## src/rtl/hr_cnt.sv

```systemverilog
// BCD hours counter with time-set step and day-rollover output.
// Define HR12_MODE_EN for the 12-hour build with an AM/PM flag; the default is 24-hour.
module hr_cnt #(
  parameter int RST_HOUR = 0
) (
  input  logic       clk,
  input  logic       rst_n,
  input  logic       en,
  input  logic       set_inc,
  output logic [3:0] hr_ones,
  output logic [3:0] hr_tens,
  output logic       pm,
  output logic       inc_nxt
);

  generate
    if (RST_HOUR < 0 || RST_HOUR > 23) begin : gBadRstHour
      $error("hr_cnt: RST_HOUR %0d outside 0..23", RST_HOUR);
    end
  endgenerate

`ifdef HR12_MODE_EN
  localparam int   RST_DISP = ((RST_HOUR % 12) == 0) ? 12 : (RST_HOUR % 12);
  localparam logic RST_PM   = (RST_HOUR >= 12);
`else
  localparam int   RST_DISP = RST_HOUR;
`endif
  localparam logic [3:0] RST_TENS = 4'(RST_DISP / 10);
  localparam logic [3:0] RST_ONES = 4'(RST_DISP % 10);

  logic [3:0] ones_q, ones_d;
  logic [3:0] tens_q, tens_d;
  logic       step;
  logic       illegal;

  assign step    = en | set_inc;
  assign hr_ones = ones_q;
  assign hr_tens = tens_q;

`ifdef HR12_MODE_EN
  logic pm_q, pm_d;
  logic at11, at12;

  // Display runs 12, 01..11; illegal states (00 or above 12) recover to 12 with pm kept.
  always_comb begin
    ones_d  = ones_q;
    tens_d  = tens_q;
    pm_d    = pm_q;
    illegal = (ones_q > 4'd9) || (tens_q > 4'd1) ||
              ((tens_q == 4'd0) && (ones_q == 4'd0)) ||
              ((tens_q == 4'd1) && (ones_q > 4'd2));
    at11    = (tens_q == 4'd1) && (ones_q == 4'd1);
    at12    = (tens_q == 4'd1) && (ones_q == 4'd2);
    inc_nxt = en & at11 & pm_q;
    if (step) begin
      if (illegal) begin
        tens_d = 4'd1;
        ones_d = 4'd2;
      end else if (at12) begin
        tens_d = 4'd0;
        ones_d = 4'd1;
      end else if (at11) begin
        tens_d = 4'd1;
        ones_d = 4'd2;
        pm_d   = ~pm_q;
      end else if (ones_q == 4'd9) begin
        tens_d = 4'd1;
        ones_d = 4'd0;
      end else begin
        ones_d = ones_q + 4'd1;
      end
    end
  end

  always_ff @(posedge clk or negedge rst_n) begin
    if (!rst_n) begin
      pm_q <= RST_PM;
    end else begin
      pm_q <= pm_d;
    end
  end

  assign pm = pm_q;
`else
  logic at23;

  // Illegal states share the 23->00 path so any fault clears on the next step.
  always_comb begin
    ones_d  = ones_q;
    tens_d  = tens_q;
    illegal = (ones_q > 4'd9) || (tens_q > 4'd2) ||
              ((tens_q == 4'd2) && (ones_q > 4'd3));
    at23    = (tens_q == 4'd2) && (ones_q == 4'd3);
    inc_nxt = en & at23;
    if (step) begin
      if (illegal || at23) begin
        tens_d = 4'd0;
        ones_d = 4'd0;
      end else if (ones_q == 4'd9) begin
        tens_d = tens_q + 4'd1;
        ones_d = 4'd0;
      end else begin
        ones_d = ones_q + 4'd1;
      end
    end
  end

  assign pm = 1'b0;
`endif

  always_ff @(posedge clk or negedge rst_n) begin
    if (!rst_n) begin
      tens_q <= RST_TENS;
      ones_q <= RST_ONES;
    end else begin
      tens_q <= tens_d;
      ones_q <= ones_d;
    end
  end

endmodule
```

## config.mk

```make
export PLATFORM = sky130hd
export DESIGN_NAME = hr_cnt
export DESIGN_NICKNAME = d
export VERILOG_FILES = /design/src/rtl/hr_cnt.sv
export SDC_FILE = /design/constraint.sdc
export NUM_CORES = 1
export LEC_CHECK = 0
export BUFFER_PORTS_ARGS = -buffer_cell sky130_fd_sc_hd__buf_2
export CAP_MARGIN = 20
export CORE_AREA = 10 10 47 49
export CTS_CLUSTER_SIZE = 8
export DETAILED_ROUTE_END_ITERATION = 8
export DIE_AREA = 0 0 57 59
export GPL_TIMING_DRIVEN = 1
export REMOVE_ABC_BUFFERS = 1
export SYNTH_ARGS = -nofsm -noshare
export SYNTH_HDL_FRONTEND = slang
export SYNTH_SLANG_ARGS = --single-unit
```

## constraint.sdc

```tcl
create_clock -name clk -period 2.6 [get_ports clk]
set_clock_uncertainty 0.1 [all_clocks]
set_input_delay 0 -clock clk [delete_from_list [all_inputs] [get_ports clk]]
set_output_delay 0 -clock clk [all_outputs]
set_load 0.01 [all_outputs]
```

==> results.md, run 1 <==
- The largest vdd supply drop is between 0.4 and 0.5 mV.
- The worst path required time is around 2700 ps.
- Across all register-to-register paths, the minimum setup slack is between 900 and 1000 ps.
- The clock slew seen by the registers of the worst setup and hold paths is about 50 ps.
- In the final layout, the share of cells above drive strength 1 is 0.318.
- The post-synthesis to final-layout area growth is 20.6%.
- The critical path is of the reg -> reg type.
- The initial antenna violation count is 0.
- The root buffer selected by CTS is sky130_fd_sc_hd__clkbuf_4.
- Cell internal power was estimated by the tool at about 0.00041 W.
- The routed layout has 425 vias.
- For this design the ratio of total power to cell area is between 1000 and 1500 nW/um^2.
- Walking the worst path, the cells encountered are ha_1 -> nor4_4 -> a41o_4 -> o221ai_2 -> o32ai_2.
- After synthesis, the netlist uses 28 different library cells.
- The share of total power dissipated in combinational logic is 0.524.
- The post-CTS setup buffer count is 0.
- The region available for standard cell placement spans approximately 1400 um^2.
- The number of setup violations in the final report is 0.
- The global-route wire length before repair is 1.79 mm.
- The fraction of power consumed by the clock network is 0.127.
- In this run the power spent charging and discharging nets is about 0.00032 W.
- The cell family contributing the most delay on the critical path is compound AO/OA/AOI/OAI gates.
- The count of nets left with antenna violations once routing finished came out at 0.
- After the flow finishes, the layout carries non-filler instances totaling 82.
- The max-slew violation count is 0.
- The maximum number of pins on one net before global-route repair is 10.
- The number of buffers added on ports is 12.
- The worst hold slack is just under 9 ps.
- The number of sinks driven by the clock tree is 8.
- The number of nets at the end of the flow is 74.
- The cell area that synthesis handed to floorplanning was 510 um^2.
- The reported leakage power is slightly below 0.3 nW.
- The estimated wirelength of the detail-placed design is between 800 and 900 um.
- For this block, the initial DRC count from the detailed router was 4.
- The most common cell after layout, fill and taps aside is sky130_fd_sc_hd__buf_2.
- Using the TritonRoute via totals, the vias-per-cell ratio works out to 5.18.
- The clock tree from TritonCTS is yes.
- Setup slack closes at between 900 and 1000 ps.
- The die covers 3360 um^2.
- The worst setup slack before clock tree synthesis is approximately 960 ps.
- The synthesized area divided by synthesized cell count is approximately 9.8 um^2.
- The number of inserted diodes is 0.
- Of the available clock period, the critical path in the final layout requires 0.627.
- The floorplan step set the die width to approximately 57 um.
- Setup repair after global routing left no endpoint under its margin.
- The via count of the first global-routing pass came to roughly 390.
- The total wire length is 1.07 mm.
- Synthesis produced a netlist whose cell count is 52.
- The top cell types in the final layout, fill and taps aside, are 12 x sky130_fd_sc_hd__buf_2, 8 x sky130_fd_sc_hd__dfrtp_1, 6 x sky130_fd_sc_hd__nand2_1.
- Of the total power, registers draw 0.348.
- STA classifies the critical path endpoint as a flop.
- Of the synthesized area, sequential elements account for 0.392.
- STA classifies the critical path startpoint as a flop.
- The highest net fanout along the worst path is 5.
- The number of placement rows is 14.
- The proportion of register bits with asynchronous set or reset after synthesis is 1.00.
- Of the total power, the share spent switching nets is 0.439.
- The number of optimization iterations in the first detailed-route pass is 4.
- Summed over all failing endpoints, the final setup total negative slack is 0 ps.
- In the final routed layout, each cell accounts on average for 13.1 um.
- The number of levels the H-tree was split into is 1.
- After layout, the minimum clock period comes to roughly 1600 ps.
- The number of ports placed on the die boundary is 14.
- The run finished with clean final reports.
- The buffer depth of the longest clock path is 2.
- The number of instances resized during post-cts repair is 0.
- TritonCTS created 3 clock buffers.
- For the worst-skew pair, the clock arrives at the later sink with an insertion delay of approximately 250 ps.
- The most used flip-flop cell after synthesis is sky130_fd_sc_hd__dfrtp_1.
- In the global route stage, overall resource usage came out at 0.0679.
- The DRC violation count after routing is 0.
- The effective utilization at floorplan is 0.364.
- The class of the tightest hold or removal check is in -> reg.
- During synthesis, Yosys emitted a total of 0 warnings.
- The number of buffer and inverter instances along the worst setup path is 0.
- The number of maximum-capacitance constraint violations is 0.
- The critical path data arrival time is about 1700 ps.
- The register bit count reported by yosys is 8.
- At the end of routability-driven placement, the weighted congestion stood at 0.764.
- The number of hold violations in the final report is 0.
- The cell at the slowest stage of the critical path is sky130_fd_sc_hd__dfrtp_1.
- The global route total overflow is 0.
- From bottom edge to top edge, the die measures 59 um.
- Including well taps, the total number of placed cells is 77.
- For this run, the top clock speed supported by timing is 613 MHz.
- The highest cell delay on the worst timing path is roughly 440 ps.
- The number of synthesized flops with an enable pin is 0.
## synth_stat cells (all sizes together), types with 2 or more instances
library cell  count  share of area
buf               2          0.025
dfrtp             8           0.39
ha                2          0.049
nand4             2          0.025
nor2              4          0.034
nor2b             2          0.025
o21ai             3          0.029
nor4              2          0.054
nand2             6          0.044
inv               4          0.029
nor3              2          0.020
mux2i             2          0.039
a21oi             2          0.027
## sequential cells by signal, indices dropped and copies added, names as in the netlist
register	count
hr_tens	4
hr_ones	4
## layer usage
metal / vias to the layer above / part of all wire / track usage
li1: 213 / - / -
met1: 195 / 0.48 / 0.0836
met2: 13 / 0.47 / 0.0915
met3: 4 / 0.035 / 0.0215
met4: 0 / 0.020 / 0.0604
met5: - / 0 / 0
## kinds of logic (layout without fill, tap and decap cells)
logic type	after synthesis	after routing	share of synthesized area
buf+inv	7	21	0.0637
compound gates	10	10	0.194
flops	8	8	0.392
mux	2	2	0.0392
other cells	1	1	0.00735
simple gates	22	22	0.255
fa+ha+maj	2	2	0.0490
## power groups by stage
stage          combinational [W]  sequential (W)   clock, W
2_1_floorplan           0.000276        0.000263          0
3_3_place_gp            0.000387        0.000255          0
3_5_place_dp            0.000389        0.000257          0
4_1_cts                 0.000392        0.000255  0.0000975
5_1_grt                 0.000432        0.000269   0.000104
6_report                0.000385        0.000256  0.0000935
## worst min-delay path, stage by stage
cell,delay (ps)
sky130_fd_sc_hd__buf_2,110
sky130_fd_sc_hd__nor2_2,90
sky130_fd_sc_hd__nand2_1,70
sky130_fd_sc_hd__nand2_1,40
## cell type report
type | instances | area, um^2
sequential | 8 | 200
clock buffer | 3 | 22.5
multi-input combinational | 37 | 278
inverter | 4 | 15.0
tap | 16 | 20.0
timing repair buffer | 14 | 80.1
fill | 155 | 786
## stage by stage
step | instance area (um^2) | power [W] | utilization
global placement | 573 | 0.000642 | 0.409
global route | 616 | 0.000805 | 0.439
detailed placement | 573 | 0.000645 | 0.409
floorplan | 493 | 0.000539 | -
finish | 616 | 0.000734 | 0.439
CTS | 616 | 0.000744 | 0.439
## final timing paths
kind,start,end,cells past startpoint
min in group asynchronous,rst_n,hr_tens[1],2
setup / recovery,hr_tens[1],hr_tens[1],5
hold reg to reg,hr_tens[2],hr_tens[2],2
hold / removal,en,hr_ones[1],4
setup reg to reg,hr_tens[1],hr_tens[1],5
max in group asynchronous,rst_n,hr_ones[0],2
## what timing repair did
action                                  in CTS  in global routing
hold buffers                                 2                  0
endpoints found under the setup margin       0                  0
endpoints found under the hold margin        9                  0
Power figures use the tool's default switching activity.
==> run 2: changes to the inputs <==
==> constraint.sdc (replaced) <==
create_clock -name clk -period 1.6 [get_ports clk]
set_clock_uncertainty 0.1 [all_clocks]
set_input_delay 0 -clock clk [delete_from_list [all_inputs] [get_ports clk]]
set_output_delay 0 -clock clk [all_outputs]
set_load 0.01 [all_outputs]
==> run 2 against run 1 <==
  * Clock power rose by 59%
  * Highest routed layer unchanged
  * Largest power group unchanged
  * Critical endpoint unchanged
  * Core utilization rose by 8.1 points
  * Worst setup slack worse by 970 ps
  * Cell area increased by 18%
  * Combinational power rose by 150%
  * Non-clock buffer count increased by 11
  * Worst hold slack improved by 15 ps
  * Fmax increased by 2.1%
==> results.md, run 2 (synthesis gave the netlist of run 1 again) <==
- The run finished with clean final reports.
- The path type of the worst setup path is reg -> reg.
- The finished cells cover 729 um^2.
- The setup total negative slack is 0 ps.
- In this run the static leakage power is ~0.36 nW.
- The endpoint of the most critical register-to-register path is hr_tens[1].
- The number of hold violations in the final report is 0.
- The startpoint kind of the worst setup timing path is a flop.
- Counting both buffers and inverters, the worst setup path holds a total of 0.
- The share of total power dissipated in sequential elements is 0.254.
- Along the worst path, the maximum fanout reaches 4.
- The tree built by TritonCTS fans out to 8 sinks.
- The power density over cell area is 2040 nW/um^2.
- The number of ports placed on the die boundary is 14.
- Counting the buffers created by CTS gives 3.
- The number of setup violations in the final report is 0.
- In the final layout, the share of cells above drive strength 1 is 0.455.
- The effective utilization at floorplan is 0.364.
- In this run the power spent charging and discharging nets is a little over 0.0006 W.
- The overall global routing resource usage is 0.0814.
- The signal on the critical path passes through ha_4 -> nor4_4 -> a41o_4 -> o221ai_2 -> o32ai_2.
- The class of the tightest hold or removal check is in -> async.
- The via count of the first global-routing pass is 458.
- After detailed routing, the average wire length per cell comes to between 10 and 15 um.
- The worst setup slack before clock tree synthesis is between 15 and 20 ps.
- The max-slew violation count is 0.
- The clock tree from TritonCTS is yes.
- The floorplan step set the die width to around 57 um.
- The slowest stage of the critical path belongs to the cell sky130_fd_sc_hd__dfrtp_1.
- The library cells used most frequently in the layout, excluding fill and tap cells, are 12 x sky130_fd_sc_hd__buf_2, 10 x sky130_fd_sc_hd__buf_4, 8 x sky130_fd_sc_hd__dfrtp_1.
- From synthesis to final layout, the design area changed by 42.9%.
- STA classifies the critical path endpoint as a flop.
- Of the available clock period, the critical path in the final layout requires 0.998.
- The core box area is between 1000 and 1500 um^2.
- The setup slack on the worst flop-to-flop path is between 2 and 3 ps.
- Max-cap violations in this run came to 0.
- The number of buffers added on ports is 12.
- The critical path data arrival time is 1650 ps.
- Based on the critical path, the design can be clocked at up to 626 MHz.
- The global placement routability congestion is approximately 0.71.
- In this run the cell area measured after placement is 618 um^2.
- The first detailed-routing pass ran for 4 iterations.
- The final antenna-violating net count is 0.
- The die height is 59 um.
- Overall power consumption after layout is estimated at 0.00149 W.
- The worst-case IR drop observed on VDD is between 0.8 and 0.9 mV.
- The worst-case setup margin in the final layout is 2.74 ps.
- The maximum number of pins on one net before global-route repair is 10.
- The total wire length is between 1 and 1.5 mm.
- The worst path in the final design needs a cycle of 1600 ps, including I/O delays and setup.
- The clock network latency to the later pin of the worst-skew pair is 250 ps.
- The buffer depth of the longest clock path is 2.
- The global-route wire length before repair is around 2.1 mm.
- The die covers around 3400 um^2.
- The root buffer selected by CTS is sky130_fd_sc_hd__clkbuf_4.
- The estimated wirelength of the detail-placed design is 999 um.
- The worst-case reg-to-reg path depth is 5.
- The worst register-to-register path begins at hr_tens[1].
- For this run, global-route usage on met2 was measured as 0.127.
- The part of the power in combinational logic is 0.646.
- The number of levels the H-tree was split into is 1.
- The internal power summed over all cells is just under 0.0009 W.
- The detailed-route vias per instance is slightly above 5.
- The cell family contributing the most delay on the critical path is compound AO/OA/AOI/OAI gates.
- The worst path required time is roughly 1700 ps.
- The met1 global-route usage is 0.0910.
- The switching share of total power is 0.411.
- For met3 alone, demand over resource in global routing was 0.0258.
- The initial antenna violation count is 0.
- The routing layer with the top usage in global route is met2.
- In this run, the number of DRC markers left after iteration 0 of detailed routing was 9.
- The initialized floorplan defines 14 standard-cell rows.
- The highest cell delay on the worst timing path is slightly above 400 ps.
- Detailed routing inserted a total of between 400 and 500 vias.
- The clock slew seen by the registers of the worst setup and hold paths is 50 ps.
- 0 antenna diodes ended up in the layout.
- Setup repair after global routing could not meet its margin everywhere.
- After global routing the overflow that remains totals 0.
- The DRC violation count after routing is 0.
- The number of fillers in the final layout is between 100 and 150.
- The share of total power dissipated in the clock network is 0.100.
- The number of nets at the end of the flow is between 80 and 90.
- The most common cell after layout, fill and taps aside is sky130_fd_sc_hd__buf_2.
-- run 2: changes by cell type in the layout (fill, tap and decap cells not counted) --
| cell | change |
|---|---|
| sky130_fd_sc_hd__buf_4 | +10 |
| sky130_fd_sc_hd__a21oi_2 | -1 |
| sky130_fd_sc_hd__a21oi_4 | +1 |
| sky130_fd_sc_hd__dlygate4sd3_1 | +1 |
| sky130_fd_sc_hd__ha_1 | -1 |
| sky130_fd_sc_hd__ha_4 | +1 |
| sky130_fd_sc_hd__inv_1 | -1 |
| sky130_fd_sc_hd__inv_2 | +1 |
| sky130_fd_sc_hd__nor2_1 | -1 |
| sky130_fd_sc_hd__nor2_2 | +1 |
| sky130_fd_sc_hd__nor4_1 | -1 |
| sky130_fd_sc_hd__nor4_2 | +1 |
-- run 2: repair_timing --
| action | in CTS | in global routing |
|---|---|---|
| endpoints found under the hold margin | 9 | 0 |
| setup buffers | 0 | 5 |
| hold buffers | 3 | 0 |
| resized for setup | 0 | 6 |
| endpoints found under the setup margin | 0 | 7 |
-- run 2: per-stage QoR --
step	cells	utilization	hold WS [ps]
after floorplan	49	-	-396
after global placement	83	0.441	-240
after detailed placement	83	0.441	-244
after CTS	89	0.479	24.6
after global routing	93	0.521	26.6
final	93	0.521	23.6
-- run 2: worst max-delay path by stage --
stage	from	endpoint	depth (start not counted)
2_1_floorplan	hr_tens[0]	hr_tens[1]	6
3_3_place_gp	hr_tens[0]	hr_tens[0]	6
3_5_place_dp	hr_tens[0]	hr_tens[1]	6
4_1_cts	hr_tens[0]	hr_tens[1]	6
5_1_grt	hr_tens[1]	hr_tens[1]	5
6_report	hr_tens[1]	hr_tens[1]	5
-- run 2: power groups by stage --
stage / registers (W) / clock network (W) / logic [W]
after CTS: 0.000367 / 0.000157 / 0.000807
after global placement: 0.000364 / 0 / 0.000788
after global routing: 0.000391 / 0.000175 / 0.00105
after detailed placement: 0.000370 / 0 / 0.000799
final: 0.000378 / 0.000149 / 0.000961
after floorplan: 0.000427 / 0 / 0.000448
-- run 2: per-layer routing --
metal	wire, um	part of all wire
met3	77	0.058
met2	688	0.52
met1	540	0.41
met5	0	0
met4	12	0.0091
-- run 2: final cells by class --
class | count | area [um^2] | share of cell area
Tap cell | 16 | 20.0 | 0.0274
Clock buffer | 3 | 22.5 | 0.0309
Inverter | 4 | 15.0 | 0.0206
Timing Repair Buffer | 25 | 165 | 0.226
Multi-Input combinational cell | 37 | 307 | 0.420
Sequential cell | 8 | 200 | 0.274
